===== src/rtl/ball_move.sv =====
// Ball physics: integrates slope into velocity and velocity into 10.6 position, clamping at walls.
// Three cycles from accepted tick to done; ticks while busy or in the done cycle are dropped. Optional BALL_BOUNCE_EN.
module ball_move #(
  parameter int X_MIN     = 0,
  parameter int X_MAX     = 639,
  parameter int Y_MIN     = 0,
  parameter int Y_MAX     = 479,
  parameter int X_CENTER  = 320,
  parameter int Y_CENTER  = 240,
  parameter int ACC_SHIFT = 4,
  parameter int VEL_MAX   = 1023
) (
  input  logic               clk,
  input  logic               rst,
  input  logic               tick,
  input  logic signed [10:0] sin_x,
  input  logic signed [10:0] sin_y,
  output logic        [9:0]  pos_x,
  output logic        [9:0]  pos_y,
  output logic signed [11:0] vel_x,
  output logic signed [11:0] vel_y,
  output logic               hit_x,
  output logic               hit_y,
  output logic               busy,
  output logic               done
);

  typedef enum logic [1:0] {IDLE, ACCEL, MOVE, BOUND} state_t;

  typedef struct packed {
    logic        [15:0] pos;
    logic signed [11:0] vel;
    logic               hit;
  } axis_t;

  localparam logic signed [12:0] VMAX   = 13'(VEL_MAX);
  localparam logic signed [12:0] VMIN   = 13'(-VEL_MAX);
  localparam logic signed [16:0] X_LO   = 17'(X_MIN * 64);
  localparam logic signed [16:0] X_HI   = 17'(X_MAX * 64 + 63);
  localparam logic signed [16:0] Y_LO   = 17'(Y_MIN * 64);
  localparam logic signed [16:0] Y_HI   = 17'(Y_MAX * 64 + 63);
  localparam logic        [15:0] X_LOP  = 16'(X_MIN * 64);
  localparam logic        [15:0] X_HIP  = 16'(X_MAX * 64);
  localparam logic        [15:0] Y_LOP  = 16'(Y_MIN * 64);
  localparam logic        [15:0] Y_HIP  = 16'(Y_MAX * 64);
  localparam logic        [15:0] X_RST  = 16'(X_CENTER * 64);
  localparam logic        [15:0] Y_RST  = 16'(Y_CENTER * 64);

  state_t             state_q, state_d;
  logic signed [10:0] sx_q, sy_q;
  logic        [15:0] px_q, py_q;
  logic signed [11:0] vx_q, vy_q;
  logic signed [11:0] nvx_q, nvy_q;
  logic signed [16:0] cx_q, cy_q;
  logic               hx_q, hy_q, done_q;

  logic               accept;
  logic signed [11:0] nvx_d, nvy_d;
  logic signed [16:0] cx_d, cy_d;
  axis_t              bx_d, by_d;

  function automatic logic signed [11:0] accel(input logic signed [11:0] v,
                                               input logic signed [10:0] s);
    logic signed [12:0] a;
    logic signed [12:0] sum;
    a   = $signed({{2{s[10]}}, s}) >>> ACC_SHIFT;
    sum = $signed({v[11], v}) + a;
    if (sum > VMAX)      return VMAX[11:0];
    else if (sum < VMIN) return VMIN[11:0];
    else                 return sum[11:0];
  endfunction

  function automatic axis_t bound(input logic signed [16:0] c,
                                  input logic signed [16:0] lo,
                                  input logic signed [16:0] hi,
                                  input logic        [15:0] lo_pos,
                                  input logic        [15:0] hi_pos,
                                  input logic signed [11:0] v);
    axis_t r;
    logic signed [11:0] vhit;
`ifdef BALL_BOUNCE_EN
    vhit = -(v >>> 1);
`else
    vhit = '0;
`endif
    r.pos = c[15:0];
    r.vel = v;
    r.hit = 1'b0;
    if (c < lo) begin
      r.pos = lo_pos;
      r.vel = vhit;
      r.hit = 1'b1;
    end else if (c > hi) begin
      r.pos = hi_pos;
      r.vel = vhit;
      r.hit = 1'b1;
    end
    return r;
  endfunction

  // The done cycle still sits in IDLE, so it must be excluded explicitly.
  assign accept = (state_q == IDLE) && tick && !done_q;

  always_comb begin
    state_d = state_q;
    case (state_q)
      IDLE:    if (accept) state_d = ACCEL;
      ACCEL:   state_d = MOVE;
      MOVE:    state_d = BOUND;
      BOUND:   state_d = IDLE;
      default: state_d = IDLE;
    endcase
  end

  always_comb begin
    nvx_d = accel(vx_q, sx_q);
    nvy_d = accel(vy_q, sy_q);
    cx_d  = $signed({1'b0, px_q}) + $signed({{5{nvx_q[11]}}, nvx_q});
    cy_d  = $signed({1'b0, py_q}) + $signed({{5{nvy_q[11]}}, nvy_q});
    bx_d  = bound(cx_q, X_LO, X_HI, X_LOP, X_HIP, nvx_q);
    by_d  = bound(cy_q, Y_LO, Y_HI, Y_LOP, Y_HIP, nvy_q);
  end

  always_ff @(posedge clk) begin
    if (!rst) state_q <= IDLE;
    else      state_q <= state_d;
  end

  always_ff @(posedge clk) begin
    if (!rst) begin
      sx_q   <= '0;
      sy_q   <= '0;
      px_q   <= X_RST;
      py_q   <= Y_RST;
      vx_q   <= '0;
      vy_q   <= '0;
      nvx_q  <= '0;
      nvy_q  <= '0;
      cx_q   <= '0;
      cy_q   <= '0;
      hx_q   <= 1'b0;
      hy_q   <= 1'b0;
      done_q <= 1'b0;
    end else begin
      hx_q   <= 1'b0;
      hy_q   <= 1'b0;
      done_q <= 1'b0;
      case (state_q)
        IDLE: if (accept) begin
          sx_q <= sin_x;
          sy_q <= sin_y;
        end
        ACCEL: begin
          nvx_q <= nvx_d;
          nvy_q <= nvy_d;
        end
        MOVE: begin
          cx_q <= cx_d;
          cy_q <= cy_d;
        end
        BOUND: begin
          px_q   <= bx_d.pos;
          py_q   <= by_d.pos;
          vx_q   <= bx_d.vel;
          vy_q   <= by_d.vel;
          hx_q   <= bx_d.hit;
          hy_q   <= by_d.hit;
          done_q <= 1'b1;
        end
        default: ;
      endcase
    end
  end

  assign pos_x = px_q[15:6];
  assign pos_y = py_q[15:6];
  assign vel_x = vx_q;
  assign vel_y = vy_q;
  assign hit_x = hx_q;
  assign hit_y = hy_q;
  assign busy  = (state_q != IDLE);
  assign done  = done_q;

endmodule


===== config.mk =====
export PLATFORM = sky130hd
export DESIGN_NAME = ball_move
export DESIGN_NICKNAME = d
export VERILOG_FILES = /design/src/rtl/ball_move.sv
export SDC_FILE = /design/constraint.sdc
export NUM_CORES = 1
export LEC_CHECK = 0
export CAP_MARGIN = 20
export CELL_PAD_IN_SITES_DETAIL_PLACEMENT = 0
export CELL_PAD_IN_SITES_GLOBAL_PLACEMENT = 2
export CORE_ASPECT_RATIO = 0.7
export CORE_MARGIN = 1.5
export CORE_UTILIZATION = 40
export CTS_BUF_LIST = sky130_fd_sc_hd__clkbuf_4 sky130_fd_sc_hd__clkbuf_8
export DETAILED_ROUTE_END_ITERATION = 10
export GPL_ROUTABILITY_DRIVEN = 0
export PLACE_DENSITY = 0.95
export RECOVER_POWER = 100
export SYNTH_ARGS = -nofsm -noshare
export SYNTH_HDL_FRONTEND = slang
export SYNTH_SLANG_ARGS = --single-unit

===== constraint.sdc =====
create_clock -name clk -period 4.45 [get_ports clk]
set_input_delay 0.89 -clock clk [delete_from_list [all_inputs] [get_ports clk]]
set_output_delay 0.89 -clock clk [all_outputs]
set_load 0.03 [all_outputs]

==> results.sh <==
export IMPL_die_area_mm2=0.0202
export IMPL_cellLeakagePower_uw=0.00370
export IMPL_startpoint="vel_x[0]"
export IMPL_post_cts_buffers=0
export IMPL_worstPathMaxFanout=8
export IMPL_postCtsHoldBufs=0
export IMPL_nets=1018
export IMPL_worstSkewPairLatency_ns=0.46
export IMPL_drt_pre_antenna_iters=7
export IMPL_hp_class="flip-flop to flip-flop"
export IMPL_ys_seq_area_frac=0.344
export IMPL_yosysTopAreaCellShare=0.344
export IMPL_cp_end_kind="flip-flop"
export IMPL_pre_cts_ws_ns=1.12
export IMPL_setup_slack_ns=0.829
export IMPL_hold_viol=0
export IMPL_yosys_warnings=0
export IMPL_ir_drop_v=0.000222
export IMPL_routed_wl_mm=18.1
export IMPL_clock_sinks=133
export IMPL_violations="capacitance limit, slew limit"
export IMPL_grt_pass1_vias=5949
export IMPL_post_route_period_util=0.814
export IMPL_synth_edff_count=0
export IMPL_status="complete, but fails checks"
export IMPL_rsz0062_at_grt="false"
export IMPL_crit_path_end="nvx_q[0]"
export IMPL_setup_viol=0
export IMPL_finalMaxSlewViolations=67
export IMPL_final_util=0.467
export IMPL_synthToLayoutAreaGrowth_pct=14.1
export IMPL_die_h_um=119
export IMPL_ys_types=63
export IMPL_path_class="flip-flop to flip-flop"
export IMPL_cts_root_buffer_cell="clkbuf_8"
export IMPL_final_cell_mix="dfxtp_1, nand2_1, nor2_1"
export IMPL_routedWlPerCell_um=15.3
export IMPL_n_antenna_cell=0
export IMPL_cts_buffers=17
export IMPL_htree_num_levels=4
export IMPL_grt_start_max_net_pins=45
export IMPL_r2r_end="nvx_q[0]"
export IMPL_required_ns=4.75
export IMPL_drive_above_1_share=0.0563
export IMPL_tns_ns=0
export IMPL_clock_skew_ns=0.0131
export IMPL_start_util=0.409
export IMPL_antenna_found_initial=0
export IMPL_maxCapViolations=2
export IMPL_path_clk_slew_ns=0.08
export IMPL_yosys_top_cells_area="dfxtp_1, ha_1, a22o_1"
export IMPL_slew_headroom=-0.588
export IMPL_async_flop_share=0
export IMPL_antenna_left=0
export IMPL_vias=6310
export IMPL_rows=42
export IMPL_yosysTopAreaCell="dfxtp_1"
export IMPL_r2r_start="vel_x[0]"
export IMPL_syn_instance_count=892
export IMPL_syn_cell_area_mm2=0.00774
export IMPL_io_buffers=64
export IMPL_drc=0
export IMPL_dp_cells=1152
export IMPL_reg2reg_depth=11
export IMPL_syn_num_nets=981
export IMPL_fmax_mhz=276
export IMPL_via_per_inst=5.33
export IMPL_fp_coreArea_mm2=0.0189
export IMPL_period_minus_slack_ns=3.62
export IMPL_syn_area_per_cell_um2=8.68
export IMPL_grt_use_total=0.188
export IMPL_dp_final_hpwl_mm=13.3
export IMPL_cp_arrival_ns=3.92
export IMPL_cts_tree="built"
export IMPL_io_pin_count=73
export IMPL_drt_iter0_markers=355
export IMPL_min_delay_start="cy_q[0]"
export IMPL_stdcell_count=1184
export IMPL_worst_setup_path_start_kind="flip-flop"
export IMPL_dieWidth_um=169
export IMPL_worstMarginPinSlew_ns=2.38
export IMPL_clockBufferDepth=2
export IMPL_postCtsResizedCells=0
export IMPL_grt_first_pass_wirelength_mm=30.4
export IMPL_overflow=0
export IMPL_synth_seq_cells=133
export IMPL_ys_flop_type="dfxtp_1"
export IMPL_mostFrequentLayoutCell="dfxtp_1"
export IMPL_r2r_slack_ns=0.83
export IMPL_powerDensity_mw_per_mm2=437
[Yosys cell counts, drive strengths merged, types with 3 or more instances]
cell type  instances
a211oi             7
o31ai              3
o21ai             45
nand2b             7
inv               31
o211a              3
a21oi             46
o31a               4
nor3              20
a21o              12
o21a              14
a31oi             14
xnor2             20
clkbuf            30
a311oi             4
xor2              17
nand2             78
o211ai             4
a221oi             3
nand3             18
nor3b              4
ha                60
and2               6
and3               5
buf               25
fa                 4
a21boi            22
nor2              75
nor2b             50
a221o              6
mux2i             34
dfxtp            133
or2                7
a22o              39
or3                6
o21bai             3
a31o               3
[cell families (layout without fill, tap and decap cells)]
kind of cell,after synthesis,count (layout),synth area share
and+or+nand+nor,284,284,0.177
AOI/OAI and AO/OA,254,254,0.234
DFF,133,133,0.344
buffers and inverters,86,136,0.0514
adders and majority gates,64,64,0.107
xor gates and xnor gates,37,37,0.0419
muxes,34,34,0.0440
[worst max-delay path, stage by stage (launching register included)]
cell and delay (ns):
dfxtp_1 0.36, ha_1 0.18, inv_1 0.05, fa_1 0.39, nand2b_1 0.18, a21oi_1 0.23, o31ai_1 0.14, a2111oi_0 0.41
a311oi_1 0.23, a311oi_1 0.88, a21bo_1 0.28, a41oi_1 0.13
[where the power goes]
group	total, uW	internal [uW]	switching (uW)
Clock	1030	518	515
Combinational	1330	557	776
Sequential	1500	1340	159
[per-stage QoR]
stage	cell area (um^2)	power [uW]	hold WS [ns]
4_1_cts	8880	3910	0.469
6_report	8830	3860	0.467
2_1_floorplan	7740	2520	0.435
3_3_place_gp	8480	2850	0.445
5_1_grt	8830	4130	0.483
3_5_place_dp	8480	2860	0.455
[routing by layer]
layer  global-route usage  vias up  wire length (um)
li1                     -     3265                 -
met1                0.277     2954              9730
met2                0.277       80              7770
met3               0.0376       11               515
met4               0.0531        0               129
met5                    0        -                 0
[worst min path at each step]
stage	slack [ns]	cells after the start	to
5_1_grt	0.48	1	py_q[4]
3_5_place_dp	0.45	1	py_q[4]
3_3_place_gp	0.45	1	py_q[0]
2_1_floorplan	0.43	1	py_q[4]
4_1_cts	0.47	1	py_q[0]
6_report	0.47	1	py_q[0]
[state kept, by name, indices dropped and copies added (netlist names)]
name,flops
cx_q,17
cy_q,17
done,1
hit_x,1
hit_y,1
nvx_q,12
nvy_q,12
px_q,16
py_q,16
state_q,2
sx_q,7
sy_q,7
vel_x,12
vel_y,12
[layout make-up]
cell class                 count  area (um^2)
inverter                      31          116
multi-input combinational    673         4650
clock buffer                  18          248
clock inverter                14          154
sequential                   133         2660
fill                        1880        10100
tap                          242          303
timing repair buffer          73          696
Power figures use the tool's default switching activity.
